## src/rtl/luma16x16_mode_decision.sv

```systemverilog
// Intra 16x16 luma mode selector: accumulates per-row SADs for the V, H and DC
// predictions over one macroblock and reports the cheapest available mode.
module luma16x16_mode_decision (
  input  logic         clk,
  input  logic         reset,
  input  logic         start,
  input  logic         top_avail,
  input  logic         left_avail,
  input  logic         row_valid,
  output logic         row_ready,
  input  logic [127:0] orig_row,
  input  logic [127:0] vpred_row,
  input  logic [127:0] hpred_row,
  input  logic [127:0] dcpred_row,
  output logic         busy,
  output logic         done,
  output logic [1:0]   best_mode,
  output logic [15:0]  best_sad,
  output logic [15:0]  sad_v,
  output logic [15:0]  sad_h,
  output logic [15:0]  sad_dc
);

  localparam logic [1:0] IDLE   = 2'd0;
  localparam logic [1:0] ACCUM  = 2'd1;
  localparam logic [1:0] DECIDE = 2'd2;
  localparam logic [1:0] DONE   = 2'd3;

  logic [1:0]  state;
  logic [3:0]  row_cnt;
  logic [15:0] acc_v;
  logic [15:0] acc_h;
  logic [15:0] acc_dc;
  logic        top_lat;
  logic        left_lat;
  logic        row_fire;
  logic [11:0] row_sad_v;
  logic [11:0] row_sad_h;
  logic [11:0] row_sad_dc;
  logic [1:0]  sel_mode;
  logic [15:0] sel_sad;

  function automatic logic [11:0] row_sad(input logic [127:0] a, input logic [127:0] b);
    logic [11:0] sum;
    logic [7:0]  pa;
    logic [7:0]  pb;
    sum = '0;
    for (int k = 0; k < 16; k++) begin
      pa = a[8*k +: 8];
      pb = b[8*k +: 8];
      sum = sum + 12'((pa > pb) ? (pa - pb) : (pb - pa));
    end
    return sum;
  endfunction

  assign row_fire   = (state == ACCUM) && row_valid;
  assign row_sad_v  = row_sad(orig_row, vpred_row);
  assign row_sad_h  = row_sad(orig_row, hpred_row);
  assign row_sad_dc = row_sad(orig_row, dcpred_row);

  assign row_ready = (state == ACCUM);
  assign busy      = (state != IDLE);
  assign done      = (state == DONE);

  // DC is the fallback; H then V override on <= so ties resolve to the lower mode number
  always_comb begin
    sel_mode = 2'd2;
    sel_sad  = acc_dc;
    if (left_lat && (acc_h <= sel_sad)) begin
      sel_mode = 2'd1;
      sel_sad  = acc_h;
    end
    if (top_lat && (acc_v <= sel_sad)) begin
      sel_mode = 2'd0;
      sel_sad  = acc_v;
    end
  end

  always_ff @(posedge clk or negedge reset) begin
    if (!reset) begin
      state     <= IDLE;
      row_cnt   <= '0;
      acc_v     <= '0;
      acc_h     <= '0;
      acc_dc    <= '0;
      top_lat   <= 1'b0;
      left_lat  <= 1'b0;
      best_mode <= 2'd2;
      best_sad  <= '0;
      sad_v     <= '0;
      sad_h     <= '0;
      sad_dc    <= '0;
    end else begin
      case (state)
        IDLE: begin
          if (start) begin
            row_cnt  <= '0;
            acc_v    <= '0;
            acc_h    <= '0;
            acc_dc   <= '0;
            top_lat  <= top_avail;
            left_lat <= left_avail;
            state    <= ACCUM;
          end
        end
        ACCUM: begin
          if (row_fire) begin
            acc_v   <= acc_v  + 16'(row_sad_v);
            acc_h   <= acc_h  + 16'(row_sad_h);
            acc_dc  <= acc_dc + 16'(row_sad_dc);
            row_cnt <= row_cnt + 4'd1;
            if (row_cnt == 4'd15) state <= DECIDE;
          end
        end
        DECIDE: begin
          best_mode <= sel_mode;
          best_sad  <= sel_sad;
          sad_v     <= acc_v;
          sad_h     <= acc_h;
          sad_dc    <= acc_dc;
          state     <= DONE;
        end
        default: state <= IDLE;
      endcase
    end
  end

endmodule

```

## config.mk

```make
export PLATFORM = sky130hd
export DESIGN_NAME = luma16x16_mode_decision
export DESIGN_NICKNAME = d
export VERILOG_FILES = /design/src/rtl/luma16x16_mode_decision.sv
export SDC_FILE = /design/constraint.sdc
export NUM_CORES = 2
export LEC_CHECK = 0
export ABC_AREA = 1
export BUFFER_PORTS_ARGS = -buffer_cell sky130_fd_sc_hd__clkbuf_2
export CORE_ASPECT_RATIO = 1.75
export CORE_MARGIN = 3
export CORE_UTILIZATION = 35
export DETAILED_ROUTE_END_ITERATION = 8
export PLACE_DENSITY = 0.6
export SYNTH_ARGS = -nofsm -noshare
export SYNTH_HDL_FRONTEND = slang
export SYNTH_SLANG_ARGS = --single-unit
```

## constraint.sdc

```tcl
create_clock -name clk -period 4.8 [get_ports clk]
set_input_delay 0.72 -clock clk [delete_from_list [all_inputs] [get_ports clk]]
set_output_delay 0.72 -clock clk [all_outputs]
set_load 0.05 [all_outputs]
```

# Word level (Yosys, flattened, before mapping)
# Index checks and enable logic that the tools add are counted.
# word_totals
regBits	122
latchBits	0
ramBits	0
romBits	0
in_bits	518
output_inout_bits	69
word_cells	289
mem_count	0
# classes
add_sub_neg	145
multipliers	0
div_mod_pow	0
order_cmp	50
n_eq_ne	7
shifts	0
muxes	66
bitwise	0
reduce_logical	9
# op_table
op	count
8-bit by 8-bit subtractor with 9-bit output	96
12-bit 2-to-1 mux	48
12-bit adder	45
8-bit > comparator	48
16-bit 2-to-1 mux	6
16-bit one-hot mux with 2 select lines	3
16-bit by 12-bit adder with 16-bit output	3
16-bit less-or-equal comparator	2
2-bit 2-to-1 mux	5
4-bit 2-to-1 mux	2
4-bit one-hot mux with 2 select lines	1
2-bit one-hot mux with 3 select lines	1
3-bit AND reduction	2
4-bit by 1-bit adder with 4-bit output, second input constant	1
2-bit == test, second input constant	2
4-bit == test, second input constant	1
2-bit by 1-bit != test with 1-bit output, second input constant	2
2-bit nonzero test	2
1-bit logical AND	3
2-bit by 1-bit == test with 1-bit output, second input constant	1
2-bit logical NOT	1
2-bit != test, second input constant	1
2-bit AND reduction	1

# Depth between registers and ports, before layout
# logic_depth
depth_word	20
ltp_mapped	47
depth_no_buf	46

# Least setup slack after synthesis
# OpenSTA, ideal clock, no wires.
# synth_timing
kind	input-to-reg
start	in orig_row[89]
end	reg acc_h[12]
setup_time_ps	119
arrival_ps	7721
required_time_ps	4681
path_slack_ps	-3040
cell_stages	40
path_buffers	1
path_cell_list	inv_1 > ha_1 > nand3_1 > nand3_2 > nand2_1 > nand2_2 > nand2_2 > nand2_4 > nand2_4 > buf_6 > nand2_1 > o211ai_1 > nand2_1 > fa_1 > inv_1 > fa_1 > fa_1 > inv_1 > [4 not listed] > inv_1 > ha_1 > inv_1 > fa_1 > o21ai_0 > a21oi_1 > o21ai_0 > xor2_1 > inv_1 > ha_1 > nand2_1 > a21oi_1 > a211oi_1 > nand3_1 > nand2_1 > nand2_1 > a21oi_1 > nor2_1
# synth_between
elab_chain_len	10
word_cells_on_any_way	12
cone_classes	8 x add/sub; 1 x order compare; 3 x mux
# synth_rtl
item	line_no	text
from (decl)	11	input logic [127:0] orig_row,
8-bit by 8-bit subtractor with 9-bit output or 8-bit > comparator (tied branches)	51	sum = sum + 12'((pa > pb) ? (pa - pb) : (pb - pa));
12-bit 2-to-1 mux (*)	51	
12-bit adder (*) (5 in series)	51	
16-bit by 12-bit adder with 16-bit output (*)	109	acc_h <= acc_h + 16'(row_sad_h);
16-bit 2-to-1 mux (*)	107	if (row_fire) begin
16-bit one-hot mux with 2 select lines (*)	94	case (state)
to (signal assigned)	109	
to (decl)	32	logic [15:0] acc_h;
# Mark *: on every way between the ends. The rest lies on a longest branch, timed or not. The select of a mux whose other input is x is not followed.
# A chain may end at the register's enable or synchronous reset.

# Worst setup path after layout
# layout_timing
start	in orig_row[96]
end	reg acc_v[15]
# layout_between
elab_chain_len	9
word_cells_on_any_way	11
cone_classes	7 x add/sub; 1 x order compare; 3 x mux
# layout_rtl
item	line_no	text
8-bit by 8-bit subtractor with 9-bit output or 8-bit > comparator (tied branches)	51	
12-bit 2-to-1 mux (*)	51	
12-bit adder (*) (4 in series)	51	
16-bit by 12-bit adder with 16-bit output (*)	108	acc_v <= acc_v + 16'(row_sad_v);
16-bit 2-to-1 mux (*)	107	
16-bit one-hot mux with 2 select lines (*)	94	
to (signal assigned)	108	
to (decl)	31	logic [15:0] acc_v;
# Marks and branches as above.

==> results by group <==
Flow run
  – Max_cap viols: 0

Clock network
  – H-tree level count: 4
  – Number of buffers between clock root and the deepest sink: 2
  – Clk root buf: clkbuf_16
  – TritonCTS clock tree: built
  – Clock-pin slew on the worst setup and hold paths: 0.06 ns
  – Clock latency of the later-clocked register in the worst-skew pair: 0.43 ns
  – TritonCTS Buffers: 17
  – Clock Sink Count: between 100 and 150
  – Cts-stage hold buffer count: 0

Finish
  – Layout overhead on the synthesized area: 51.5%
  – Fraction of final layout cells sized beyond drive strength 1: 37.7%
  – Post-route core utilization: 53.5%
  – Leading cell type in the layout, fill and taps excluded: buf_4
  – Non-filler instance count after layout: between 10000 and 15000
  – Highest-count cells in the layout ignoring fill and taps: buf_4 (2269), inv_1 (1690), nand2_1 (1632), ha_1 (715), clkbuf_2 (561)
  – Final-stage net count: ~13000

Floorplanning
  – Die Footprint: 167000 sq um
  – Standard cell core area: approximately 160000 sq um
  – Starting density of the core: 35.3%
  – Row count: 194
  – I/O Pins: 587
  – Die width: 310 um
  – Height of the die: 538 um

Place
  – Gpl congestion: 1.02
  – Count of buffers from port buffering: roughly 600
  – DP Cell Count: 12800
  – HPWL reported at the end of detailed placement: 238000 um

Route
  – Routed wire length per instance: 20.4 um
  – Via count of the routed design: 64300
  – Number of detailed-routing iterations run before antenna repair: 8
  – Detail Route Antenna Nets: 0
  – DR iter-0 viols: 3272
  – DRC viols: 0
  – Overall routed net length: 267000 um
  – Average vias per placed instance: 4.90

Synth
  – Fraction of the mapped netlist area in compound gates: 15.1%
  – Async set-reset flop share out of synthesis: 100%
  – Syn_area_per_cell: between 6 and 7 sq um
  – Sequential share of the synthesized area: between 5 and 6%
  – Post-synthesis instance total: 8213
  – Warnings, synthesis: 0
  – Yosys cell types: between 70 and 80
  – Number of flops mapped to enable cells by yosys: 0
  – Simple-gate area share of the yosys netlist: 19.8%
  – Adder-Cell Fraction of Synth Area: a little under two fifths
  – Commonest register cell after synthesis: dfrtp_1
  – Netlist area before placement: 56500 sq um
  – Synth Area in XOR/XNOR: under 10%
  – Dominant combinational cell family by area after synthesis: adder cells
  – Synthesized netlist net count: 10100
  – Mux share of post-synthesis cell area: 0.529%
  – Seq cells post-synth: 122

Setup path
  – Critical path capture point type: flop
  – Critical Path Max Stage Delay: 0.62 ns
  – Worst path required time: roughly 5 ns
  – Critical R2R Launch: acc_dc[9]$_DFFE_PN0P_
  – Kind of start point of the critical path: input pin
  – Data arrival at the endpoint of the critical path: 8.19 ns
  – Most used cell, CP: nand2_2
  – CP max stage cell: fa_1
  – Critical path start-end classification: in2reg
  – Highest net fanout along the worst path: 4
  – Launching instance or port of the critical path: orig_row[96]
  – Worst Reg2Reg Path Length in Cells: 20

STA
  – Post-route clock period utilization: 163%
  – Final max-slew violation count: 0
  – Rel. slew slack: 47.4%
  – Worst Skew: approximately 0.013 ns
  – Count of endpoints failing setup in the final report: between 40 and 50
  – Min Tclk post-route: 7.85 ns
  – Unrepaired setup endpoints after global routing: yes
  – Total count of hold-check failures in the final report: 0
  – Slew at the pin closest to its max-slew limit: around 0.79 ns
  – Post-route worst setup slack: -3.05 ns
  – Highest attainable clock frequency: about 130 MHz

Status
  – Violated checks: negative setup slack
  – Result of the run: complete, but fails checks

Hold path
  – Min-delay worst type: in2async

Global route
  – First-pass GRT wire length: 387000 um
  – Vias in the first global route: 67200
  – Remaining global-route overflow: 0
  – Overall Global Routing Usage: between 30 and 40%
  – Antenna violations before repair: 23
  – Pin count of the biggest net entering global routing: 54
## worst paths after layout
kind	end	slack [ns]
min in group clk	best_mode[1]$_DFFE_PN1P_	0.47
max reg2reg	best_sad[4]$_DFFE_PN0P_	0.52
min	acc_v[7]$_DFFE_PN0P_	0.29
max	acc_v[15]$_DFFE_PN0P_	-3.05
min reg2reg	best_mode[1]$_DFFE_PN1P_	0.47
max in group asynchronous	acc_h[10]$_DFFE_PN0P_	3.54
## cell families (layout without fill, tap and decap cells)
group | after synthesis | in the layout
buffers and inverters | 2086 | 4905
adder cells (fa/ha/maj) | 1384 | 1384
AO/OA/AOI/OAI | 1448 | 1448
flip-flops | 122 | 122
multiplexers | 29 | 29
other | 0 | 17
AND/OR/NAND/NOR | 2672 | 2678
XOR/XNOR | 472 | 472
## sequential cells by signal (all words and copies together), names as in the netlist, 4 cells and up
register	count
acc_v	16
best_sad	16
sad_v	16
acc_dc	16
sad_h	16
acc_h	16
sad_dc	16
row_cnt	4
## routing by layer
metal,part of all wire [%],vias up,GRT usage [%]
met5,0.033,-,0
met4,11,12,26.6
met3,4.2,858,3.29
met2,52,1948,58.6
met1,33,30300,29.6
li1,-,31200,-
## cells in the mapped netlist, types with 77 or more instances
library cell | count | area [sq um]
nand2_1 | 1810 | 6790
nand3_1 | 309 | 1550
ha_1 | 895 | 11200
o211ai_1 | 77 | 578
inv_1 | 1886 | 7080
xnor2_1 | 106 | 928
dfrtp_1 | 121 | 3030
nor2_1 | 295 | 1110
fa_1 | 489 | 9790
o21ai_0 | 367 | 1840
xor2_1 | 366 | 3210
a21oi_1 | 616 | 3080
## per-stage QoR
step / TNS, ns / area [sq um] / hold WS, ns / setup WS (ns)
final: -114.36 / 85700 / 0.292 / -3.05
after global routing: -125.11 / 85600 / 0.321 / -3.32
after CTS: -113.36 / 83000 / 0.297 / -3.01
after detailed placement: -148.71 / 78100 / 0.465 / -3.83
after global placement: -146.10 / 78100 / 0.459 / -3.81
after floorplan: -96.52 / 57100 / 0.424 / -2.62
## timing repair
action,in CTS,in global routing
setup endpoints to repair,45,45
buffers inserted,152,90
resized for setup,751,522
pin swaps,325,361
cloned,5,1
## final cells by class
| type | instances | area (sq um) |
|---|---|---|
| Tap cell | 2058 | 2570 |
| Fill cell | 15500 | 74500 |
| Multi-Input combinational cell | 6011 | 50200 |
| Sequential cell | 122 | 3050 |
| Antenna cell | 17 | 42.5 |
| Clock inverter | 15 | 226 |
| Clock buffer | 17 | 425 |
| Inverter | 1907 | 7290 |
| Timing Repair Buffer | 2966 | 21800 |
## worst max-delay path: cells and delay by family
kind	cells	cell delay [ns]
fa+ha+maj	10	4.24
xor+xnor	2	0.38
buf+inv	13	0.89
compound gates	6	0.89
simple gates	12	1.06
Power is not shown: default switching activity piles up to over one toggle a cycle in this logic, so the estimate is an artifact.
